<file path="config.mk">
export PLATFORM = sky130hd
export DESIGN_NAME = serial_subtractor_ctrl
export DESIGN_NICKNAME = d
export VERILOG_FILES = /design/src/rtl/serial_subtractor_ctrl.sv
export SDC_FILE = /design/constraint.sdc
export NUM_CORES = 1
export LEC_CHECK = 0
export ABC_AREA = 1
export CORE_ASPECT_RATIO = 1.25
export CORE_MARGIN = 2
export CORE_UTILIZATION = 51
export DETAILED_ROUTE_END_ITERATION = 12
export PLACE_DENSITY = 0.88
export SLEW_MARGIN = 30
export SYNTH_ARGS = -nofsm -noshare
export SYNTH_HDL_FRONTEND = slang
export SYNTH_SLANG_ARGS = --single-unit
</file>
<file path="constraint.sdc">
create_clock -name clk -period 1.6 [get_ports clk]
set_clock_uncertainty 0.15 [all_clocks]
set_input_delay 0.24 -clock clk [delete_from_list [all_inputs] [get_ports clk]]
set_output_delay 0.24 -clock clk [all_outputs]
set_load 0.005 [all_outputs]
</file>
<file path="src/rtl/serial_subtractor_ctrl.sv">
`default_nettype none
// ============================================================================
//  Module   : serial_subtractor_ctrl (with helper cell ssc_half_sub)
//  Purpose  : Bit-serial unsigned N-bit subtractor controller. Captures the
//             operands on a start handshake, feeds one bit pair per cycle
//             (LSB first) through a full subtractor made of two half
//             subtractors plus a borrow flip-flop, then presents a registered
//             difference, final borrow and zero flag with a one-cycle done.
//  Revision : 1.0  initial release
// ============================================================================

// ----------------------------------------------------------------------------
//  Half-subtractor cell: o_d = x - y (one bit), o_b = borrow out.
// ----------------------------------------------------------------------------
module ssc_half_sub (
  input  logic i_x,
  input  logic i_y,
  output logic o_d,
  output logic o_b
);

  assign o_d = i_x ^ i_y;
  assign o_b = ~i_x & i_y;

endmodule

// ----------------------------------------------------------------------------
//  Top-level controller.
// ----------------------------------------------------------------------------
module serial_subtractor_ctrl #(
  parameter int WIDTH = 8
) (
  input  logic             clk,
  input  logic             rst,
  input  logic             start,
  input  logic [WIDTH-1:0] a,
  input  logic [WIDTH-1:0] b,
  output logic             busy,
  output logic             done,
  output logic [WIDTH-1:0] diff,
  output logic             borrow_out,
  output logic             zero
);

  // Counter only needs to reach WIDTH-1; the increment past the last bit
  // wraps harmlessly because the FSM has already left RUN by then.
  localparam int              CNT_W      = (WIDTH > 1) ? $clog2(WIDTH) : 1;
  localparam logic [CNT_W-1:0] C_LAST_BIT = CNT_W'(WIDTH - 1);
  localparam logic [CNT_W-1:0] C_CNT_ONE  = CNT_W'(1);

  typedef enum logic [1:0] {
    S_IDLE = 2'd0,
    S_RUN  = 2'd1,
    S_DONE = 2'd2
  } state_t;

  state_t           r_state;
  state_t           w_state_nxt;

  // Datapath registers
  logic [WIDTH-1:0] r_a_sh;
  logic [WIDTH-1:0] r_b_sh;
  logic [WIDTH-1:0] r_res_sh;
  logic             r_borrow;
  logic [CNT_W-1:0] r_cnt;

  // Registered result outputs
  logic [WIDTH-1:0] r_diff;
  logic             r_borrow_out;
  logic             r_zero;

  // FSM decode
  logic             w_load;
  logic             w_step;
  logic             w_last;

  // Single-bit subtract stage
  logic             w_d1;
  logic             w_b1;
  logic             w_d;
  logic             w_b2;
  logic             w_bout;
  logic [WIDTH-1:0] w_res_nxt;

  // --------------------------------------------------------------------------
  //  Full subtractor: first cell subtracts the operand bits, second cell
  //  subtracts the incoming borrow. At most one of the two cells can borrow,
  //  so OR-ing them gives the stage borrow out.
  // --------------------------------------------------------------------------
  ssc_half_sub u_hs_ops (
    .i_x (r_a_sh[0]),
    .i_y (r_b_sh[0]),
    .o_d (w_d1),
    .o_b (w_b1)
  );

  ssc_half_sub u_hs_borrow (
    .i_x (w_d1),
    .i_y (r_borrow),
    .o_d (w_d),
    .o_b (w_b2)
  );

  assign w_bout = w_b1 | w_b2;

  // New difference bit enters at the MSB; after WIDTH shifts bit 0 lands
  // in position 0 and the register holds the complete result.
  assign w_res_nxt = {w_d, r_res_sh[WIDTH-1:1]};

  // State register.
  always_ff @(posedge clk) begin
    if (rst) begin
      r_state <= S_IDLE;
    end else begin
      r_state <= w_state_nxt;
    end
  end

  // Next-state logic and Moore output decode.
  always_comb begin
    w_state_nxt = r_state;
    w_load      = 1'b0;
    w_step      = 1'b0;
    w_last      = 1'b0;
    busy        = 1'b0;
    done        = 1'b0;
    case (r_state)
      S_IDLE: begin
        if (start) begin
          w_load      = 1'b1;
          w_state_nxt = S_RUN;
        end
      end
      S_RUN: begin
        busy   = 1'b1;
        w_step = 1'b1;
        if (r_cnt == C_LAST_BIT) begin
          w_last      = 1'b1;
          w_state_nxt = S_DONE;
        end
      end
      S_DONE: begin
        busy        = 1'b1;
        done        = 1'b1;
        w_state_nxt = S_IDLE;
      end
      default: begin
        w_state_nxt = S_IDLE;
      end
    endcase
  end

  // Operand capture, bit-serial shifting, borrow FF and bit counter.
  always_ff @(posedge clk) begin
    if (rst) begin
      r_a_sh   <= '0;
      r_b_sh   <= '0;
      r_res_sh <= '0;
      r_borrow <= 1'b0;
      r_cnt    <= '0;
    end else if (w_load) begin
      r_a_sh   <= a;
      r_b_sh   <= b;
      r_res_sh <= '0;
      r_borrow <= 1'b0;
      r_cnt    <= '0;
    end else if (w_step) begin
      r_a_sh   <= r_a_sh >> 1;
      r_b_sh   <= r_b_sh >> 1;
      r_res_sh <= w_res_nxt;
      r_borrow <= w_bout;
      r_cnt    <= r_cnt + C_CNT_ONE;
    end
  end

  // Result outputs update only on the edge that completes the last bit.
  always_ff @(posedge clk) begin
    if (rst) begin
      r_diff       <= '0;
      r_borrow_out <= 1'b0;
      r_zero       <= 1'b0;
    end else if (w_last) begin
      r_diff       <= w_res_nxt;
      r_borrow_out <= w_bout;
      r_zero       <= (w_res_nxt == '0);
    end
  end

  assign diff       = r_diff;
  assign borrow_out = r_borrow_out;
  assign zero       = r_zero;

endmodule

`default_nettype wire

</file>
# [Word level (Yosys, flattened, before mapping)]
# Cells that the tools add are included.
[op_classes] n_bitwise=7 mux=14 n_addsub=1 reduce_logical=6 eq_ne=5
[op_table] operator="2-to-1 mux 8 bit" n=4
[op_table] operator="logical NOT 8 bit" n=1
[op_table] operator="2-to-1 mux 1 bit" n=7
[op_table] operator="2-to-1 mux 2 bit" n=2
[op_table] operator="inequality test 2 bit, second input constant" n=2
[op_table] operator="one-hot mux 2 bit (2 select lines)" n=1
[op_table] operator="OR reduction 2 bit" n=2
[op_table] operator="adder 3 x 1 -> 3 bit, second input constant" n=1
[op_table] operator="equality test 3 bit, second input constant" n=1
[op_table] operator="AND 1 bit" n=2
[op_table] operator="equality test 2 x 1 -> 1 bit, second input constant" n=1
[op_table] operator="equality test 2 bit, second input constant" n=1
[op_table] operator="logical NOT 2 bit" n=1
[op_table] operator="inverter 1 bit" n=2
[op_table] operator="AND reduction 2 bit" n=1
[op_table] operator="nonzero test 2 bit" n=1
[op_table] operator="XOR 1 bit" n=2
[op_table] operator="bitwise OR 1 bit" n=1
[word_totals] inputBits=19 ff_bits=40 output_inout_bits=12

# [Longest topological paths before layout]
# Gate-level depths: netlist of the first run.
[logic_depth] ltp_word=4 ltp_mapped=8

# [Hierarchy]
# A second synthesis of the first run with hierarchy kept.
[unflattened] cells_unflattened=214 area_unflattened_um2=1711.6
[modules_own_cells] module="serial_subtractor_ctrl" area_per_inst_um2=1671.6 cells_per_inst=208 seq_area_each_um2=780.7 n_inst=1
[modules_own_cells] module="ssc_half_sub" area_per_inst_um2=20.0 cells_per_inst=3 seq_area_each_um2=0.0 n_inst=2

# [Least setup slack after synthesis of the first run]
# No wires, ideal clock.
[synth_path] path_type="flip-flop to flip-flop" start="register r_state[0]" end="register r_a_sh[3]" period_less_slack_ps=1477 setup_slack_ps=123 arrival_ps=1194 stages_incl_launch_ff=9 required_time_ps=1318 path_buffers=2 cell_sequence="dfxtp_1 inv_1 ha_1 nand2_1 buf_2 buf_6 nand2_1 o21ai_1 a21oi_1"
[synth_between] elab_chain_len=3
[synth_rtl] item="from (decl)" line_no="57" source="state_t r_state;"
[synth_rtl] item="from (signal assigned)" line_no="115" source="r_state <= w_state_nxt;"
[synth_rtl] item="equality test 2 x 1 -> 1 bit or logical NOT 2 bit (tied branches)" line_no="127" source="case (r_state)"
[synth_rtl] item="2-to-1 mux 1 bit" line_no="127"
[synth_rtl] item="nonzero test 2 bit (no line) or 2-to-1 mux 8 bit (tied branches)"
[synth_rtl] item="to (signal assigned)" line_no="168" source="r_a_sh <= r_a_sh >> 1;"
[synth_rtl] item="to (decl)" line_no="61" source="logic [WIDTH-1:0] r_a_sh;"
# Several ways; a longest one is shown, not always the timed one.
# A chain may end at the register's enable or synchronous reset.

# [Worst setup path in the final report of the first run]
[layout_path] start="register r_state[1]" end="output port done"
[layout_between] elab_chain_len=2
[layout_rtl] item="equality test 2 bit" line_no="127"
[layout_rtl] item="2-to-1 mux 1 bit" line_no="127"
[layout_rtl] item="to (decl)" line_no="39" source="output logic done,"
# No other way between the ends.

==> out/qor.yml, run 1 <==
cells_and_area:
  n_antenna_cell: 0
  fin_nets: 283
  seqCellArea_sq_um: 785
  nFillCells: 264
  final_layout_size_suffix_gt1_frac: 0.124
  multi_input_area_sq_um: 767
  area_delta_synth_final_pct: 30.5
  finalCoreUtilization: 0.686
pwr:
  power.total_mw: 2.31
  powerDensity_mw_per_mm2: 1070
  ir_worst_vdd_mv: 0.943
  p_leak_nw: 0.856
global_routing:
  grt_usage: 0.211
  antenna_found_initial: 0
  grt_use_met3: 0.0597
  met1_usage: 0.219
  grt_pass1_vias: 1384
  grt_overflow: 0
  met2_usage: 0.378
  grt_pass1_wl_um: 5640
  grt_max_degree: 21
  busiest_layer: "met2"
cts:
  clock_path_buffers: 2
  cts.sink_count: 39
  htreeDepth: 2
  cts_tree: "yes"
  clk_latency_ns: 0.30
  cts_inserted_buffers: 5
  clk_pin_slew_ns: 0.07
  cts_root_buffer: "clkbuf_8"
  cts_setup_buffers: 0
  postCtsHoldBufs: 0
sta:
  rsz0062_at_grt: "yes"
  max_freq_ghz: 0.639
  final.period_utilization: 0.978
  slew_viol_final: 0
  finalHoldViolCount: 0
  setup_viol: 0
  worst_slew_pin_slew_ns: 0.336
  slew_headroom: 0.775
  worst_slack_ns: 0.0360
  min_period_ns: 1.56
critical_path:
  required_ns: 1.21
  reg2reg_from: "r_b_sh[0]"
  reg2reg_slack_ns: 0.07
  arrival_ns: 1.17
  cp-start-kind: "register"
  ff2ff_path_depth: 5
  worstReg2RegEnd: "zero"
  path_class: "register to output pin"
  path_max_fanout: 2
  end_kind: "output pin"
die:
  core_area_sq_mm: 0.00314
  die_width_um: 54.9
  die_y_um: 67.6
  die_area_sq_mm: 0.00371
  rows: 23
  start_util: 0.526
  ios: 31
run_status:
  status: "completed"
min_path:
  hold_class: "register to register"
  holdPathEnd: "r_a_sh[1]"
  hold_path.startpoint: "r_a_sh[1]"
  min_path_cells: 2
synth:
  synth_compound_area_frac: 0.169
  syn-num-nets: 248
  yosys_register_bits: 39
  yosys_warnings: 0
  yosysSeqAreaShare: 0.473
  synthesis.area_sq_mm: 0.00165
  synth.distinct_cells: 20
  synth-xor-area-share: 0.00531
  synth_top_family_by_area: "simple AND/OR/NAND/NOR gates"
  synth_cells: 222
  synth-simple-area-share: 0.228
  synth_area_per_cell_sq_um: 7.43
  synth_fa_ha_area_frac: 0.0576
  synth_mux_area_frac: 0
route:
  ant_nets: 0
  drt-wirelength-per-cell_um: 11.4
  routed_via_density: 5.08
  drt_iter0_markers: 43
  routed_wl_um: 3370
  first_pass_iters: 4
  drc: 0
  vias: 1499
placement:
  hpwl_um: 2370
  numPortBuffers: 30
  place_congestion: 0.755
  dpl_worst_slack_ns: -0.00271
job:
  max_cap_violations: 0
==> critical path, cell delays in order, from the launching register on <==
cell and delay (ns):
dfxtp_2 0.32, buf_4 0.13, ha_1 0.17, dlygate4sd2_1 0.26
==> power by group <==
group | total, mW | switching (mW) | internal (mW)
sequential | 1.06 | 0.0334 | 1.03
combinational | 0.409 | 0.218 | 0.190
clock | 0.832 | 0.368 | 0.464
==> cells by family (layout without fill, tap and decap cells) <==
| group | Yosys count | count (layout) |
|---|---|---|
| AO/OA/AOI/OAI | 54 | 54 |
| XOR/XNOR | 1 | 1 |
| adder cells (fa/ha/maj) | 7 | 7 |
| buffers and inverters | 23 | 59 |
| flip-flops | 39 | 39 |
| AND/OR/NAND/NOR | 98 | 98 |
==> layout make-up <==
type / instances / share of cell area
inverter: 9 / 0.0157
multi-input combinational: 160 / 0.356
timing repair buffer: 42 / 0.190
clock inverter: 3 / 0.0203
clock buffer: 5 / 0.0320
tap: 37 / 0.0215
sequential: 39 / 0.364
==> cell usage in the layout (no fill, tap or decap), types with 2 or more instances in the layout <==
master / netlist / layout
buf_12: 0 / 2
nand2_1: 70 / 69
nor2_1: 23 / 23
buf_4: 2 / 10
o21ai_1: 4 / 5
o21ai_0: 20 / 19
inv_2: 0 / 2
a31oi_1: 2 / 2
dfxtp_2: 0 / 3
a21oi_1: 26 / 26
dfxtp_1: 39 / 36
clkdlybuf4s50_1: 0 / 28
clkbuf_8: 0 / 5
or2_2: 2 / 2
nand3_1: 2 / 2
ha_2: 0 / 2
ha_1: 6 / 4
inv_1: 9 / 7
==> flip-flops by register name (all words and copies together), names as in the netlist <==
| name | count |
|---|---|
| diff | 8 |
| r_a_sh | 8 |
| r_b_sh | 8 |
| r_res_sh | 7 |
| r_cnt | 3 |
| r_state | 2 |
| borrow_out | 1 |
| r_borrow | 1 |
| zero | 1 |
==> worst max path at each step <==
stage,from,to,slack [ns]
after floorplan,r_state[0],r_a_sh[3],0.12
after global routing,r_state[1],zero,-0.03
after global placement,start,r_state[0],0.02
after CTS,r_state[0],busy,0.007
final,r_state[1],done,0.04
after detailed placement,start,r_a_sh[1],-0.003
==> layer usage <==
layer  up-vias  part of all wire
li1        783                 -
met1       677              0.42
met2        34              0.52
met3         5             0.045
met4         0             0.020
met5         -                 0
==> cell usage after synthesis <==
cell type | count | area [sq um]
fa_1 | 1 | 20.0
dfxtp_1 | 39 | 781
nand3_1 | 2 | 10.0
buf_2 | 7 | 35.0
nand2_1 | 70 | 263
clkbuf_1 | 4 | 15.0
a21oi_2 | 1 | 8.76
nor2_1 | 23 | 86.3
xnor2_1 | 1 | 8.76
a31oi_1 | 2 | 12.5
buf_6 | 1 | 11.3
nor3_1 | 1 | 5.00
o21ai_1 | 4 | 20.0
a211oi_1 | 1 | 7.51
buf_4 | 2 | 15.0
or2_2 | 2 | 12.5
o21ai_0 | 20 | 100
ha_1 | 6 | 75.1
inv_1 | 9 | 33.8
a21oi_1 | 26 | 130
==> metrics by stage <==
step                cell area [sq um]  hold slack, ns  cells   TNS, ns
finish                           2150           0.316    295         0
CTS                              2150           0.317    295         0
global route                     2150           0.337    295   -0.0416
detailed placement               2040           0.304    287  -0.00271
global placement                 2040           0.300    287         0
floorplan                        1650           0.242    222         0
==> what timing repair did <==
| action | CTS | global route |
|---|---|---|
| gates resized for setup | 6 | 7 |
| hold endpoints to repair | 0 | 0 |
| endpoints found under the setup margin | 9 | 32 |
No activity file was read; power rests on OpenSTA's default activity.
==> run 2, diff against run 1 <==
Settings changed: SETUP_SLACK_MARGIN set to 0.15.
==> out/qor.yml, run 2 (synthesis results as in run 1) <==
run_status:
  status: "completed"
critical_path:
  reg2reg_slack_ns: 0.15
  required_ns: 1.64
  arrival_ns: 1.49
  startpoint: "r_state[0]"
  reg2reg_from: "r_state[0]"
  ff2ff_path_depth: 7
  path_class: "register to register"
  cp-start-kind: "register"
  worstReg2RegEnd: "r_state[0]"
  path_max_fanout: 5
  end_kind: "register"
pwr:
  powerDensity_mw_per_mm2: 963
  power.total_mw: 2.21
  ir_worst_vdd_mv: 0.826
  p_leak_nw: 0.935
cells_and_area:
  final_layout_size_suffix_gt1_frac: 0.219
  multi_input_area_sq_um: 863
  seqCellArea_sq_um: 795
  finalCoreUtilization: 0.732
  fin_nets: 290
  nFillCells: 225
  n_antenna_cell: 0
  area_delta_synth_final_pct: 39.0
  postLayoutCellArea_sq_mm: 0.00229
  mostFrequentLayoutCells: "nand2_1, dfxtp_1, a21oi_1, nor2_1, clkdlybuf4s50_1"
  layout_commonest_cell: "nand2_1"
cts:
  postCtsHoldBufs: 0
  clk_latency_ns: 0.30
  clk_pin_slew_ns: 0.07
  cts_tree: "yes"
  cts.sink_count: 39
  cts_root_buffer: "clkbuf_8"
  clock_path_buffers: 2
  htreeDepth: 2
  cts_inserted_buffers: 5
sta:
  slew_headroom: 0.835
  slew_viol_final: 0
  worst_slack_ns: 0.145
  finalSetupTns_ns: 0
  setup_viol: 0
  min_period_ns: 1.45
  rsz0062_at_grt: "yes"
  max_freq_ghz: 0.687
  final.period_utilization: 0.909
  worst_slew_pin_slew_ns: 0.247
  finalHoldViolCount: 0
min_path:
  hold_class: "register to register"
  holdPathEnd: "r_a_sh[4]"
  min_path_cells: 2
  hold_path.startpoint: "r_a_sh[4]"
route:
  routed_wl_um: 3720
  drt_iter0_markers: 43
  drt-wirelength-per-cell_um: 12.3
  ant_nets: 0
  drc: 0
  routed_via_density: 5.09
  first_pass_iters: 4
  vias: 1536
die:
  die_width_um: 54.9
  ios: 31
  die_y_um: 67.6
  core_area_sq_mm: 0.00314
  start_util: 0.526
  die_area_sq_mm: 0.00371
  rows: 23
placement:
  hpwl_um: 2410
  dpl_cell_area_sq_mm: 0.00205
  dpl_worst_slack_ns: 0.0136
  place_congestion: 0.791
  numPortBuffers: 30
global_routing:
  antenna_found_initial: 0
  grt_pass1_wl_um: 5630
  grt_overflow: 0
  grt_pass1_vias: 1328
  grt_max_degree: 22
  grt_usage: 0.212
job:
  max_cap_violations: 0
[run 2: final cells by class]
type,instances,share of cell area
Multi-Input combinational cell,160,0.376
Timing Repair Buffer,49,0.204
Inverter,9,0.0158
Sequential cell,39,0.346
Clock inverter,2,0.00545
Clock buffer,6,0.0316
Tap cell,37,0.0202
[run 2: worst max-delay path: stages (launching register included)]
cell and delay [ns]:
dfxtp_2 0.35, buf_4 0.13, ha_4 0.18, inv_1 0.10, o21ai_1 0.23, inv_1 0.07, nor2_1 0.08, nor2_1 0.05
[run 2: repair_timing]
item,in CTS,in global routing
pin swaps,0,6
setup buffers,2,4
setup endpoints to repair,42,30
gates resized for setup,40,21
[run 2: worst max path at each step]
| stage | end | slack [ns] | cells after the start |
|---|---|---|---|
| final | r_state[0] | 0.15 | 7 |
| after global routing | r_state[0] | 0.08 | 7 |
| after CTS | done | 0.14 | 4 |
| after detailed placement | busy | 0.01 | 3 |
| after global placement | busy | 0.03 | 3 |
| after floorplan | zero | 0.15 | 8 |
[run 2: metrics by stage]
stage               hold slack [ns]  cells
floorplan                     0.242    222
global placement              0.299    288
detailed placement            0.306    288
CTS                           0.316    298
global route                  0.326    302
finish                        0.315    302
[run 2: per-layer routing]
metal / vias to the layer above / GRT usage / wire [um]
met1: 690 / 0.240 / 1480
met3: 8 / 0.0619 / 145
li1: 799 / - / -
met5: - / 0 / 0
met2: 39 / 0.371 / 2030
met4: 0 / 0.0656 / 65
[run 2: power breakdown]
group	internal, mW	total [mW]	switching (mW)
clock	0.304	0.646	0.342
sequential	1.03	1.07	0.0358
combinational	0.245	0.495	0.250
total	1.58	2.21	0.628
==> run 3, diff against run 2 <==
Settings changed: CTS_CLUSTER_DIAMETER set to 60.
==> results of run 3 <==
The final DEF is identical to that of run 2; final timing and power are the same.
